### src/rtl/adc_pkg.sv
// Shared definitions for the ADC capture and stream blocks.
// State encodings, stream width and the sample extension helper.
package adc_pkg;

    localparam int unsigned AXIS_DATA_WIDTH = 32;

    localparam logic [1:0] ST_IDLE  = 2'd0;
    localparam logic [1:0] ST_SHIFT = 2'd1;
    localparam logic [1:0] ST_WAIT  = 2'd2;

    typedef enum logic [1:0] {
        S_IDLE  = ST_IDLE,
        S_SHIFT = ST_SHIFT,
        S_WAIT  = ST_WAIT
    } adc_state_t;

    // raw holds the sample in its low `width` bits (1..32); the rest is ignored.
    function automatic logic [AXIS_DATA_WIDTH-1:0] adc_extend(
        input logic [AXIS_DATA_WIDTH-1:0] raw,
        input int unsigned                width,
        input logic                       sign_ext
    );
        logic [AXIS_DATA_WIDTH-1:0] mask;
        logic                       msb;
        mask = (width >= AXIS_DATA_WIDTH) ? '1 : ((32'd1 << width) - 32'd1);
        msb  = |(raw & (32'd1 << (width - 1)));
        return (raw & mask) | ((sign_ext && msb) ? ~mask : '0);
    endfunction

endpackage

### src/rtl/adc_spi_shift.sv
// Serial read engine: SCK generation and MSB-first sampling of sdo.
// The sck register doubles as the phase flag of the current bit.
module adc_spi_shift
    import adc_pkg::*;
#(
    parameter int unsigned DATA_WIDTH = 18,
    parameter int unsigned SCK_HALF   = 1
) (
    input  logic                  aclk,
    input  logic                  aresetn,
    input  logic                  start,
    input  logic                  sdo,
    output logic                  done,
    output logic                  sck,
    output logic [DATA_WIDTH-1:0] sample
);

    localparam int unsigned HW = (SCK_HALF > 1) ? $clog2(SCK_HALF) : 1;
    localparam int unsigned BW = (DATA_WIDTH > 1) ? $clog2(DATA_WIDTH) : 1;
    localparam logic [HW-1:0] HALF_END = HW'(SCK_HALF - 1);
    localparam logic [BW-1:0] BIT_END  = BW'(DATA_WIDTH - 1);

    logic                  r_active;
    logic                  r_sck;
    logic [HW-1:0]         r_half;
    logic [BW-1:0]         r_bit;
    logic [DATA_WIDTH-1:0] r_shift;

    logic                  w_half_end;
    logic                  w_bit_end;
    logic [DATA_WIDTH:0]   w_cat;

    assign w_half_end = (r_half == HALF_END);
    assign w_bit_end  = (r_bit == BIT_END);
    assign w_cat      = {r_shift, sdo};

    always_ff @(posedge aclk or negedge aresetn) begin
        if (!aresetn) begin
            r_active <= 1'b0;
            r_sck    <= 1'b0;
            r_half   <= '0;
            r_bit    <= '0;
            r_shift  <= '0;
        end else if (start) begin
            r_active <= 1'b1;
            r_sck    <= 1'b1;
            r_half   <= '0;
            r_bit    <= '0;
        end else if (r_active) begin
            if (!w_half_end) begin
                r_half <= r_half + HW'(1);
            end else begin
                r_half <= '0;
                if (r_sck) begin
                    // last cycle of the high phase: capture the bit
                    r_sck   <= 1'b0;
                    r_shift <= w_cat[DATA_WIDTH-1:0];
                end else if (w_bit_end) begin
                    r_active <= 1'b0;
                end else begin
                    r_sck <= 1'b1;
                    r_bit <= r_bit + BW'(1);
                end
            end
        end
    end

    assign done   = r_active && !r_sck && w_half_end && w_bit_end;
    assign sck    = r_sck;
    assign sample = r_shift;

endmodule

### src/rtl/adc_spi_capture.sv
// ADC capture stage: serial read on trigger, one AXI4-Stream beat per sample.
// Owns the acquisition FSM, output register, packet counter and status flags.
module adc_spi_capture
    import adc_pkg::*;
#(
    parameter int unsigned DATA_WIDTH = 18,
    parameter int unsigned SCK_HALF   = 1,
    parameter int unsigned PACKET_LEN = 1024,
    parameter int unsigned SIGN_EXT   = 1
) (
    input  logic                       aclk,
    input  logic                       aresetn,
    input  logic                       trigger,
    output logic                       ready,
    output logic                       last,
    output logic                       overrun,
    output logic                       sck,
    input  logic                       sdo,
    output logic [AXIS_DATA_WIDTH-1:0] m_axis_tdata,
    output logic                       m_axis_tvalid,
    input  logic                       m_axis_tready,
    output logic                       m_axis_tlast
);

    localparam int unsigned CNT_W = (PACKET_LEN > 1) ? $clog2(PACKET_LEN) : 1;
    localparam logic [CNT_W-1:0] LAST_IDX = CNT_W'(PACKET_LEN - 1);

    adc_state_t                 r_state;
    adc_state_t                 w_next;
    logic                       r_ready;
    logic                       r_last;
    logic                       r_overrun;
    logic                       r_tvalid;
    logic                       r_tlast;
    logic [AXIS_DATA_WIDTH-1:0] r_tdata;
    logic [CNT_W-1:0]           r_cnt;

    logic                       w_start;
    logic                       w_load;
    logic                       w_done;
    logic                       w_hs;
    logic                       w_out_free;
    logic [DATA_WIDTH-1:0]      w_sample;
    logic [AXIS_DATA_WIDTH-1:0] w_ext;
    logic [CNT_W-1:0]           w_cnt_eff;
    logic                       w_tlast_new;

    adc_spi_shift #(
        .DATA_WIDTH(DATA_WIDTH),
        .SCK_HALF  (SCK_HALF)
    ) u_shift (
        .aclk   (aclk),
        .aresetn(aresetn),
        .start  (w_start),
        .sdo    (sdo),
        .done   (w_done),
        .sck    (sck),
        .sample (w_sample)
    );

    assign w_hs       = r_tvalid && m_axis_tready;
    assign w_out_free = !r_tvalid || m_axis_tready;
    assign w_ext      = adc_extend(AXIS_DATA_WIDTH'(w_sample), DATA_WIDTH,
                                   SIGN_EXT != 0);

    // index of the beat being loaded, accounting for a same-cycle handshake
    assign w_cnt_eff   = w_hs ? (r_tlast ? '0 : r_cnt + CNT_W'(1)) : r_cnt;
    assign w_tlast_new = (w_cnt_eff == LAST_IDX);

    always_comb begin
        w_next  = r_state;
        w_start = 1'b0;
        w_load  = 1'b0;
        unique case (r_state)
            S_IDLE: begin
                if (r_ready && trigger) begin
                    w_next  = S_SHIFT;
                    w_start = 1'b1;
                end
            end
            S_SHIFT: begin
                if (w_done) begin
                    if (w_out_free) begin
                        w_load = 1'b1;
                        w_next = S_IDLE;
                    end else begin
                        w_next = S_WAIT;
                    end
                end
            end
            S_WAIT: begin
                if (w_out_free) begin
                    w_load = 1'b1;
                    w_next = S_IDLE;
                end
            end
            default: w_next = S_IDLE;
        endcase
    end

    always_ff @(posedge aclk or negedge aresetn) begin
        if (!aresetn) begin
            r_state   <= S_IDLE;
            r_ready   <= 1'b0;
            r_last    <= 1'b0;
            r_overrun <= 1'b0;
            r_cnt     <= '0;
        end else begin
            r_state   <= w_next;
            r_ready   <= (w_next == S_IDLE);
            r_last    <= w_hs && r_tlast;
            r_overrun <= r_overrun || (trigger && !r_ready);
            r_cnt     <= w_cnt_eff;
        end
    end

    always_ff @(posedge aclk or negedge aresetn) begin
        if (!aresetn) begin
            r_tvalid <= 1'b0;
            r_tlast  <= 1'b0;
            r_tdata  <= '0;
        end else if (w_load) begin
            r_tvalid <= 1'b1;
            r_tlast  <= w_tlast_new;
            r_tdata  <= w_ext;
        end else if (w_hs) begin
            r_tvalid <= 1'b0;
        end
    end

    assign ready         = r_ready;
    assign last          = r_last;
    assign overrun       = r_overrun;
    assign m_axis_tdata  = r_tdata;
    assign m_axis_tvalid = r_tvalid;
    assign m_axis_tlast  = r_tlast;

endmodule

### config.mk
export PLATFORM = sky130hd
export DESIGN_NAME = adc_spi_capture
export DESIGN_NICKNAME = d
export VERILOG_FILES = /design/src/rtl/adc_pkg.sv /design/src/rtl/adc_spi_shift.sv /design/src/rtl/adc_spi_capture.sv
export SDC_FILE = /design/constraint.sdc
export NUM_CORES = 1
export LEC_CHECK = 0
export BUFFER_PORTS_ARGS = -buffer_cell sky130_fd_sc_hd__buf_2
export CORE_UTILIZATION = 45
export DETAILED_ROUTE_END_ITERATION = 12
export GPL_ROUTABILITY_DRIVEN = 0
export GPL_TIMING_DRIVEN = 0
export HOLD_SLACK_MARGIN = 0.15
export PLACE_DENSITY = 0.77
export SYNTH_ARGS = -nofsm -noshare
export SYNTH_HDL_FRONTEND = slang
export SYNTH_SLANG_ARGS = --single-unit
export TNS_END_PERCENT = 100
### constraint.sdc
create_clock -name aclk -period 2.81 [get_ports aclk]
set_input_delay 0.4215 -clock aclk [delete_from_list [all_inputs] [get_ports aclk]]
set_output_delay 0.4215 -clock aclk [all_outputs]
set_load 0.05 [all_outputs]
==> flow_summary.json, run 1 <==
{
  "m1WireLength_um": 2080,
  "start_util": 0.464,
  "synth.avg_cell_area_um2": 12.2,
  "dp_hpwl_um": 3130,
  "cp-start-kind": "flip-flop",
  "ios": 43,
  "seqPwrFrac": 0.455,
  "drc": 0,
  "setup_viol": 0,
  "post-route-period-util": 0.797,
  "drtAntennaViolNets": 0,
  "antenna_found_initial": 0,
  "drv_cap": 0,
  "max_freq_mhz": 447,
  "final_nets": 290,
  "synth_warnings": 0,
  "syn-instance-count": 225,
  "cts.sinks": 60,
  "cellPowerDensity_nw_per_um2": 818,
  "cp.arrival_ns": 2.46,
  "power_uw": 2650,
  "drt_iter0_markers": 38,
  "drive_gt1_frac": 0.413,
  "ys_ff_latch": 60,
  "p_leak_uw": 0.00163,
  "io_buffers": 42,
  "cts_made_buffers": 9,
  "ctsHoldBuffers": 0,
  "die_w_um": 79.9,
  "fp.dieH_um": 79.9,
  "required_ns": 3.03,
  "ys.flop_type": "dfrtp_1",
  "postCtsSetupBuffers": 0,
  "cp_max_fo": 10,
  "finClkSkew_ns": 0.0115,
  "post_cts_resized": 0,
  "finalMaxSlewViolations": 0,
  "place_inst": 342,
  "clockBufferDepth": 2,
  "ys_seq_area_frac": 0.549,
  "grt_pass1_vias": 1769,
  "dpl_cell_area_um2": 3040,
  "synth_nets": 237,
  "clk_latency_ns": 0.34,
  "peakVddDrop_uv": 562,
  "first_pass_iters": 4,
  "min_path_type": "in -> async",
  "syn2layout_area_growth_pct": 18.6,
  "rsz0062_at_grt": "false",
  "cts_root_buffer": "clkbuf_8",
  "p_clk_frac": 0.295,
  "viasPerCell": 5.09,
  "route.met2.wl_um": 2220,
  "tritoncts": "done",
  "grt_util_all_layers": 0.171,
  "outcome": "completed",
  "grt-ovfl-total": 0,
  "tns_ns": 0,
  "crit_type": "reg -> reg",
  "grt_max_degree": 61,
  "end_kind": "flip-flop",
  "synth_cell_types": 39,
  "cts.clk_slew.worst_paths_ns": 0.07,
  "sw_frac_of_total": 0.314,
  "routed_wl_um": 4660,
  "final_cells": 358,
  "power_switching_uw": 833,
  "top_layer_used": "met4",
  "worst_slew_pin_slew_ns": 0.741,
  "htree_num_levels": 3,
  "pwr-share-comb": 0.251,
  "die_area_um2": 6390,
  "syn_area_um2": 2730,
  "grt_pass1_wl_um": 8090,
  "period_needed_ns": 2.24,
  "design_area_um2": 3240,
  "num_rows": 28,
  "avgRoutedWirePerCell_um": 13.0,
  "synth-edff-count": 0,
  "slew_headroom": 0.506,
  "n_antenna_cell": 0,
  "async_reset_ff_frac": 1.00,
  "wl_met3_um": 269,
  "internal-power_uw": 1820,
  "timing_hold_violations_final": 0,
  "via_count": 1823,
  "core_area_um2": 5890
}
-- synthesized netlist by cell type (2+ instances only) --
library cell / n / share of area
dfrtp_1: 60 / 0.55
mux2_2: 37 / 0.15
buf_4: 16 / 0.044
nand2_1: 13 / 0.018
nor2_1: 12 / 0.016
a21oi_1: 8 / 0.015
nand3_1: 8 / 0.015
o21ai_0: 8 / 0.015
ha_1: 7 / 0.032
inv_1: 5 / 0.0069
nor3_1: 4 / 0.0073
or3_1: 4 / 0.0092
xnor2_1: 4 / 0.013
and3_1: 3 / 0.0069
clkbuf_1: 3 / 0.0041
nand4_1: 3 / 0.0069
xor2_1: 3 / 0.0096
a211oi_1: 2 / 0.0055
buf_2: 2 / 0.0037
nand2b_1: 2 / 0.0046
nor2b_1: 2 / 0.0046
or4b_2: 2 / 0.0073
-- area by class of cell --
type	count	area [um2]
Buffer	21	141
Clock buffer	10	138
Clock inverter	6	63.8
Fill cell	503	2640
Inverter	5	18.8
Multi-Input combinational cell	139	1070
Sequential cell	60	1500
Tap cell	75	93.8
Timing Repair Buffer	42	213
-- power groups by stage --
stage | combinational, uW | clock [uW] | sequential, uW
after CTS | 677 | 800 | 1210
after detailed placement | 670 | 0 | 1230
after global placement | 644 | 0 | 1210
after global routing | 742 | 847 | 1240
final | 665 | 782 | 1210
after floorplan | 477 | 0 | 1250
-- critical path, cell delays in order, from the launching register on --
cell	delay (ns)
dfrtp_1	0.38
inv_1	0.09
ha_1	0.25
nand3_1	0.15
and3_1	0.17
clkbuf_1	0.38
buf_2	0.34
mux2_2	0.36
-- stage by stage --
stage,util,setup WS [ns],hold slack [ns]
after floorplan,-,0.820,0.126
after global placement,0.516,0.640,0.441
after detailed placement,0.516,0.552,0.467
after CTS,0.550,0.534,0.294
after global routing,0.551,0.375,0.197
final,0.551,0.571,0.123
-- registers in the layout, summed over array words and instances (netlist names) --
register	count
ready	1
r_state	2
u_shift.sck	1
u_shift.sample	18
u_shift.r_active	1
m_axis_tdata	18
m_axis_tlast	1
last	1
overrun	1
m_axis_tvalid	1
u_shift.r_bit	5
r_cnt	10
-- final timing paths --
path	slack (ns)	from	to	cells past startpoint
worst max register to register	0.57	r_state[0]	u_shift.sample[8]	7
worst min-delay path	0.12	aresetn	r_cnt[1]	1
max in group asynchronous	2.16	aresetn	r_cnt[5]	1
worst max-delay path	0.57	r_state[0]	u_shift.sample[8]	7
min in group aclk	0.31	sdo	u_shift.sample[0]	2
worst min register to register	0.48	overrun	overrun	1
-- routing by layer --
metal	track usage	vias up
met5	0	-
met4	0.0750	0
met3	0.0651	11
met2	0.276	45
met1	0.201	878
li1	-	889
-- cells in the final DEF (no fill, tap or decap), drive strengths merged, types with 3 or more instances in the layout --
cell type / instances
a21oi: 8
and3: 3
buf: 60
clkbuf: 13
clkinv: 3
dfrtp: 60
ha: 7
inv: 5
mux2: 37
nand2: 13
nand3: 8
nand4: 4
nor2: 12
nor3: 4
o21ai: 9
or3: 4
xnor2: 4
xor2: 3
-- kinds of logic (layout without fill, tap and decap cells) --
group,count (synthesis),after routing,share of synthesized area
muxes,38,38,0.156
buffers and inverters,26,84,0.0586
and+or+nand+nor,60,60,0.123
xor gates and xnor gates,7,7,0.0224
DFF,60,60,0.549
AOI/OAI and AO/OA,27,27,0.0586
adders and majority gates,7,7,0.0320
(Power assumes the default switching activity.)
==> run 2, diff against run 1 <==
ABC_AREA = 1   (was unset)
PLACE_DENSITY = 0.79   (was 0.77)
clock period = 2 ns   (was 2.81 ns; I/O delays follow)
==> run 2 against run 1 <==
Clock power up 71%. Cell count up 26%. Sequential cell count unchanged. Wire length up 12%. Synthesized area up 3.8%. Critical endpoint is now u_shift.sample[13]. Largest power group unchanged.
==> flow_summary.json, run 2 <==
{
  "outcome": "completed",
  "pwr-share-comb": 0.272,
  "drv_cap": 0,
  "drtAntennaViolNets": 0,
  "synth-edff-count": 0,
  "synth_adder_area_share": 0.0309,
  "antenna_found_initial": 0,
  "timing_hold_violations_final": 0,
  "p_clk_frac": 0.325,
  "cp-start-kind": "flip-flop",
  "yosys.area_share.simple": 0.189,
  "synth.avg_cell_area_um2": 8.93,
  "yosysTopAreaCellShare": 0.529,
  "drt_iter0_markers": 178,
  "worst_slew_pin_slew_ns": 0.739,
  "viasPerCell": 4.81,
  "first_pass_iters": 4,
  "synth_top_area_cell": "dfrtp_1",
  "period_needed_ns": 1.79,
  "synth_cell_types": 26,
  "die_area_um2": 6630,
  "sw_frac_of_total": 0.355,
  "max_freq_mhz": 558,
  "crit_type": "reg -> reg",
  "ys_ff_latch": 60,
  "grt_max_degree": 61,
  "min-delay-start": "trigger",
  "peakVddDrop_uv": 842,
  "seqPwrFrac": 0.404,
  "clk_latency_ns": 0.34,
  "grt_pass1_vias": 2007,
  "via_count": 2174,
  "synth_mux_area_frac": 0,
  "ctsHoldBuffers": 0,
  "required_ns": 2.25,
  "rrSetupSlack_ns": 0.21,
  "finalMaxSlewViolations": 0,
  "min_path_type": "in -> reg",
  "crit_path_frequent_cell": "inv_1",
  "seq_area_um2": 1500,
  "start_util": 0.474,
  "die_w_um": 81.4,
  "synth_top_family_by_area": "simple AND/OR/NAND/NOR gates",
  "synth_warnings": 0,
  "ios": 43,
  "htree_num_levels": 3,
  "slew_headroom": 0.508,
  "async_reset_ff_frac": 1.00,
  "core_area_um2": 5990,
  "setup_viol": 0,
  "clockBufferDepth": 2,
  "synth.most_common_cell": "nand2_1",
  "drc": 0,
  "dp_hpwl_um": 3680,
  "multi_input_area_um2": 1000,
  "power_switching_uw": 1470,
  "n_antenna_cell": 0,
  "crit_chain": "inv_1, ha_1, inv_1, nor2_2, inv_1, nand3_2, buf_2, nand2_1, o21ai_0",
  "reg2reg_to": "u_shift.sample[13]",
  "cts_made_buffers": 9,
  "post_cts_resized": 0,
  "whs_endpoint": "overrun",
  "synth_nets": 330,
  "layout_common_cells": "nand2_1 (69), dfrtp_1 (60), inv_1 (47)",
  "synth_xor_area_frac": 0.0123,
  "routed_wl_um": 5200,
  "ys_top_cells_by_area": "dfrtp_1 (53%), nand2_1 (9.1%), inv_1 (6.2%), buf_4 (3.7%), o21ai_0 (3.5%)",
  "ys.flop_type": "dfrtp_1",
  "cp_max_fo": 10,
  "critPathMaxStageDelay_ns": 0.42,
  "ys_seq_area_frac": 0.529,
  "syn-instance-count": 318,
  "path_delay_family": "buffers and inverters",
  "internal-power_uw": 2670,
  "post-route-period-util": 0.896,
  "fp.dieH_um": 81.4,
  "cp.arrival_ns": 2.04,
  "syn2layout_area_growth_pct": 19.9,
  "drive_gt1_frac": 0.265,
  "tritoncts": "done",
  "end_kind": "flip-flop",
  "finClkSkew_ns": 0.0100,
  "cts.clk_slew.worst_paths_ns": 0.07,
  "synth_commonest_cells": "nand2_1 (69), dfrtp_1 (60), inv_1 (47)",
  "r2r_cells": 9,
  "grt_util_all_layers": 0.177,
  "cts.sinks": 60,
  "postCtsSetupBuffers": 0,
  "avgRoutedWirePerCell_um": 11.5,
  "synth-compound-area-share": 0.121,
  "rsz0062_at_grt": "false",
  "num_rows": 28,
  "io_buffers": 42,
  "reg2reg_from": "r_state[1]",
  "grt-ovfl-total": 0,
  "cellPowerDensity_nw_per_um2": 1210,
  "slowest_stage": "dfrtp_1",
  "cts_root_buffer": "clkbuf_8",
  "p_leak_uw": 0.00179,
  "whs_path_depth": 3,
  "fin_ws_ns": 0.209,
  "final.fill_count": 525,
  "layout_commonest_cell": "nand2_1",
  "grt_pass1_wl_um": 8800,
  "final_nets": 384,
  "dp_slack_ns": 0.196,
  "syn_area_um2": 2840,
  "cp_num_buf_inv": 4,
  "tns_ns": 0
}
## run 2: worst max path at each step
stage	start	end	slack, ns	cells after the start
after floorplan	m_axis_tvalid	m_axis_tlast	0.40	8
after global placement	r_state[1]	u_shift.sample[13]	0.27	9
after detailed placement	r_state[1]	u_shift.sample[13]	0.20	9
after CTS	r_state[1]	u_shift.sample[13]	0.19	9
after global routing	r_state[1]	u_shift.sample[9]	0.004	9
final	r_state[1]	u_shift.sample[13]	0.21	9
## run 2: cell type report
cell class / count / share of cell area
Sequential cell: 60 / 0.441
Clock buffer: 10 / 0.0404
Tap cell: 75 / 0.0276
Clock inverter: 6 / 0.0327
Multi-Input combinational cell: 190 / 0.294
Inverter: 47 / 0.0518
Buffer: 21 / 0.0467
Timing Repair Buffer: 43 / 0.0654
## run 2: power groups by stage
stage,Combinational (uW),Clock (uW),Sequential (uW)
2_1_floorplan,642,0,1890
3_3_place_gp,1100,0,1680
3_5_place_dp,1140,0,1690
4_1_cts,1140,1370,1670
5_1_grt,1280,1420,1700
6_report,1120,1340,1670
## run 2: metal layers
metal	up-vias	routed length (um)	track usage
met5	-	0	0
met4	0	115	0.0964
met3	9	263	0.0300
met2	59	2340	0.280
met1	1005	2480	0.233
li1	1101	-	-
## run 2: cells by family (layout without fill, tap and decap cells)
| group | after synthesis | after routing |
|---|---|---|
| and+or+nand+nor | 123 | 123 |
| buffers and inverters | 68 | 127 |
| DFF | 60 | 60 |
| AOI/OAI and AO/OA | 56 | 56 |
| adders and majority gates | 7 | 7 |
| xor gates and xnor gates | 4 | 4 |
## run 2: tightest hold or removal path: stages
cell	delay [ns]
buf_2	0.10
inv_1	0.04
o21bai_1	0.05
## run 2: through the flow
stage | utilization | hold WS [ns] | std cells | instance area, um2 | total power (uW)
final | 0.568 | 0.199 | 452 | 3400 | 4130
after global routing | 0.568 | 0.215 | 452 | 3400 | 4400
after CTS | 0.566 | 0.185 | 451 | 3390 | 4180
after detailed placement | 0.525 | 0.466 | 435 | 3140 | 2820
after global placement | 0.525 | 0.459 | 435 | 3140 | 2780
after floorplan | - | 0.00441 | 318 | 2840 | 2530
==> run 3, diff against run 2 <==
PLACE_DENSITY = 0.76   (was 0.79)
clock period = 1.87 ns   (was 2 ns; I/O delays follow)
==> run 3 against run 2 <==
Via count up 2.0%. Clock skew down 0.0029 ns. Highest routed layer unchanged. Critical path depth unchanged. Critical endpoint is now u_shift.sample[7]. Worst setup slack worse by 0.039 ns. Critical path type unchanged. Worst hold slack worse by 0.022 ns.
==> flow_summary.json, run 3 (synthesis results as in run 2) <==
{
  "p_leak_uw": 0.00177,
  "drt_iter0_markers": 86,
  "slew_headroom": 0.515,
  "start_util": 0.474,
  "dp_hpwl_um": 3610,
  "timing_hold_violations_final": 0,
  "antenna_found_initial": 0,
  "drive_gt1_frac": 0.258,
  "post-route-period-util": 0.910,
  "viasPerCell": 4.92,
  "rsz0062_at_grt": "false",
  "cts.clk_slew.worst_paths_ns": 0.06,
  "whs_ns": 0.177,
  "tns_ns": 0,
  "cts_made_buffers": 9,
  "htree_num_levels": 3,
  "cp-start-kind": "flip-flop",
  "drc": 0,
  "cp.arrival_ns": 1.95,
  "top_usage_layer": "met2",
  "pwr-share-comb": 0.290,
  "required_ns": 2.12,
  "grt_pass1_wl_um": 9320,
  "final_nets": 384,
  "grt_pass1_vias": 2124,
  "first_pass_iters": 4,
  "io_buffers": 42,
  "grt_max_degree": 61,
  "fin_ws_ns": 0.169,
  "max_freq_mhz": 588,
  "p_clk_frac": 0.284,
  "dp_slack_ns": 0.0910,
  "grt_util_all_layers": 0.190,
  "avgRoutedWirePerCell_um": 11.7,
  "core_area_um2": 5990,
  "cts_root_buffer": "clkbuf_8",
  "layout_commonest_cell": "nand2_1",
  "layout_common_cells": "nand2_1 (69), dfrtp_1 (60), inv_1 (47)",
  "n_antenna_cell": 0,
  "sw_frac_of_total": 0.368,
  "die_w_um": 81.4,
  "grt_use_met2": 0.287,
  "peakVddDrop_uv": 894,
  "rrSetupSlack_ns": 0.17,
  "cts.sinks": 60,
  "drtAntennaViolNets": 0,
  "setup_viol": 0,
  "cellPowerDensity_nw_per_um2": 1250,
  "clk_latency_ns": 0.34,
  "tritoncts": "done",
  "die_area_um2": 6630,
  "power_uw": 4190,
  "power_switching_uw": 1540,
  "min_path_type": "in -> reg",
  "outcome": "completed",
  "worst_slew_pin_slew_ns": 0.728,
  "use_met1": 0.245,
  "via_count": 2217,
  "fp.dieH_um": 81.4,
  "syn2layout_area_growth_pct": 18.5,
  "finalMaxSlewViolations": 0,
  "grt-ovfl-total": 0,
  "crit_type": "reg -> reg",
  "period_needed_ns": 1.70,
  "drv_cap": 0,
  "postCtsSetupBuffers": 0,
  "finClkSkew_ns": 0.00711,
  "internal-power_uw": 2650,
  "postLayoutCoreUtil": 0.561,
  "end_kind": "flip-flop",
  "cp_max_fo": 10,
  "clockBufferDepth": 2,
  "ios": 43,
  "use_met3": 0.0522,
  "seqPwrFrac": 0.427,
  "num_rows": 28,
  "routed_wl_um": 5290
}
==> run 3: final timing paths <==
check,from,to,cells past startpoint
worst max-delay path,r_state[1],u_shift.sample[7],9
worst min-delay path,trigger,overrun,3
worst max register to register,r_state[1],u_shift.sample[7],9
max in group asynchronous,aresetn,m_axis_tlast,2
min in group asynchronous,aresetn,m_axis_tdata[2],2
worst min register to register,ready,overrun,1
==> run 3: area by class of cell <==
cell class	instances	area (um2)
Clock buffer	14	173
Buffer	21	159
Tap cell	75	93.8
Inverter	47	176
Timing Repair Buffer	43	223
Clock inverter	1	30.0
Multi-Input combinational cell	190	1010
Fill cell	541	2630
Sequential cell	60	1500
==> run 3: stage by stage <==
stage	instance area (um2)	std cells
2_1_floorplan	2840	318
3_3_place_gp	3140	435
3_5_place_dp	3140	435
4_1_cts	3350	450
5_1_grt	3360	451
6_report	3360	451
==> run 3: worst max-delay path, cell delays in order (launching register included) <==
cell and delay, ns:
dfrtp_1 0.43, inv_1 0.12, ha_1 0.15, inv_1 0.06
nor2_4 0.20, inv_1 0.10, nand3_2 0.16, buf_2 0.25
nand2_1 0.08, o21ai_0 0.08
==> run 3: metal layers <==
metal | part of all wire | up-vias | wire length [um]
met1 | 0.46 | 1041 | 2440
met2 | 0.46 | 61 | 2410
met5 | 0 | - | 0
met3 | 0.063 | 11 | 332
met4 | 0.019 | 0 | 103
li1 | - | 1104 | -
==> run 3: power groups by stage <==
stage                     logic (uW)  clock network (uW)  registers (uW)
after global routing            1390                1280            1830
after global placement          1180                   0            1800
after floorplan                  686                   0            2020
after detailed placement        1220                   0            1810
after CTS                       1220                1230            1790
final                           1220                1190            1790
==> run 3: timing repair <==
action,in CTS,in global routing
hold buffers,0,1
hold endpoints to repair,0,60
endpoints found under the setup margin,0,18
resized for setup,0,1
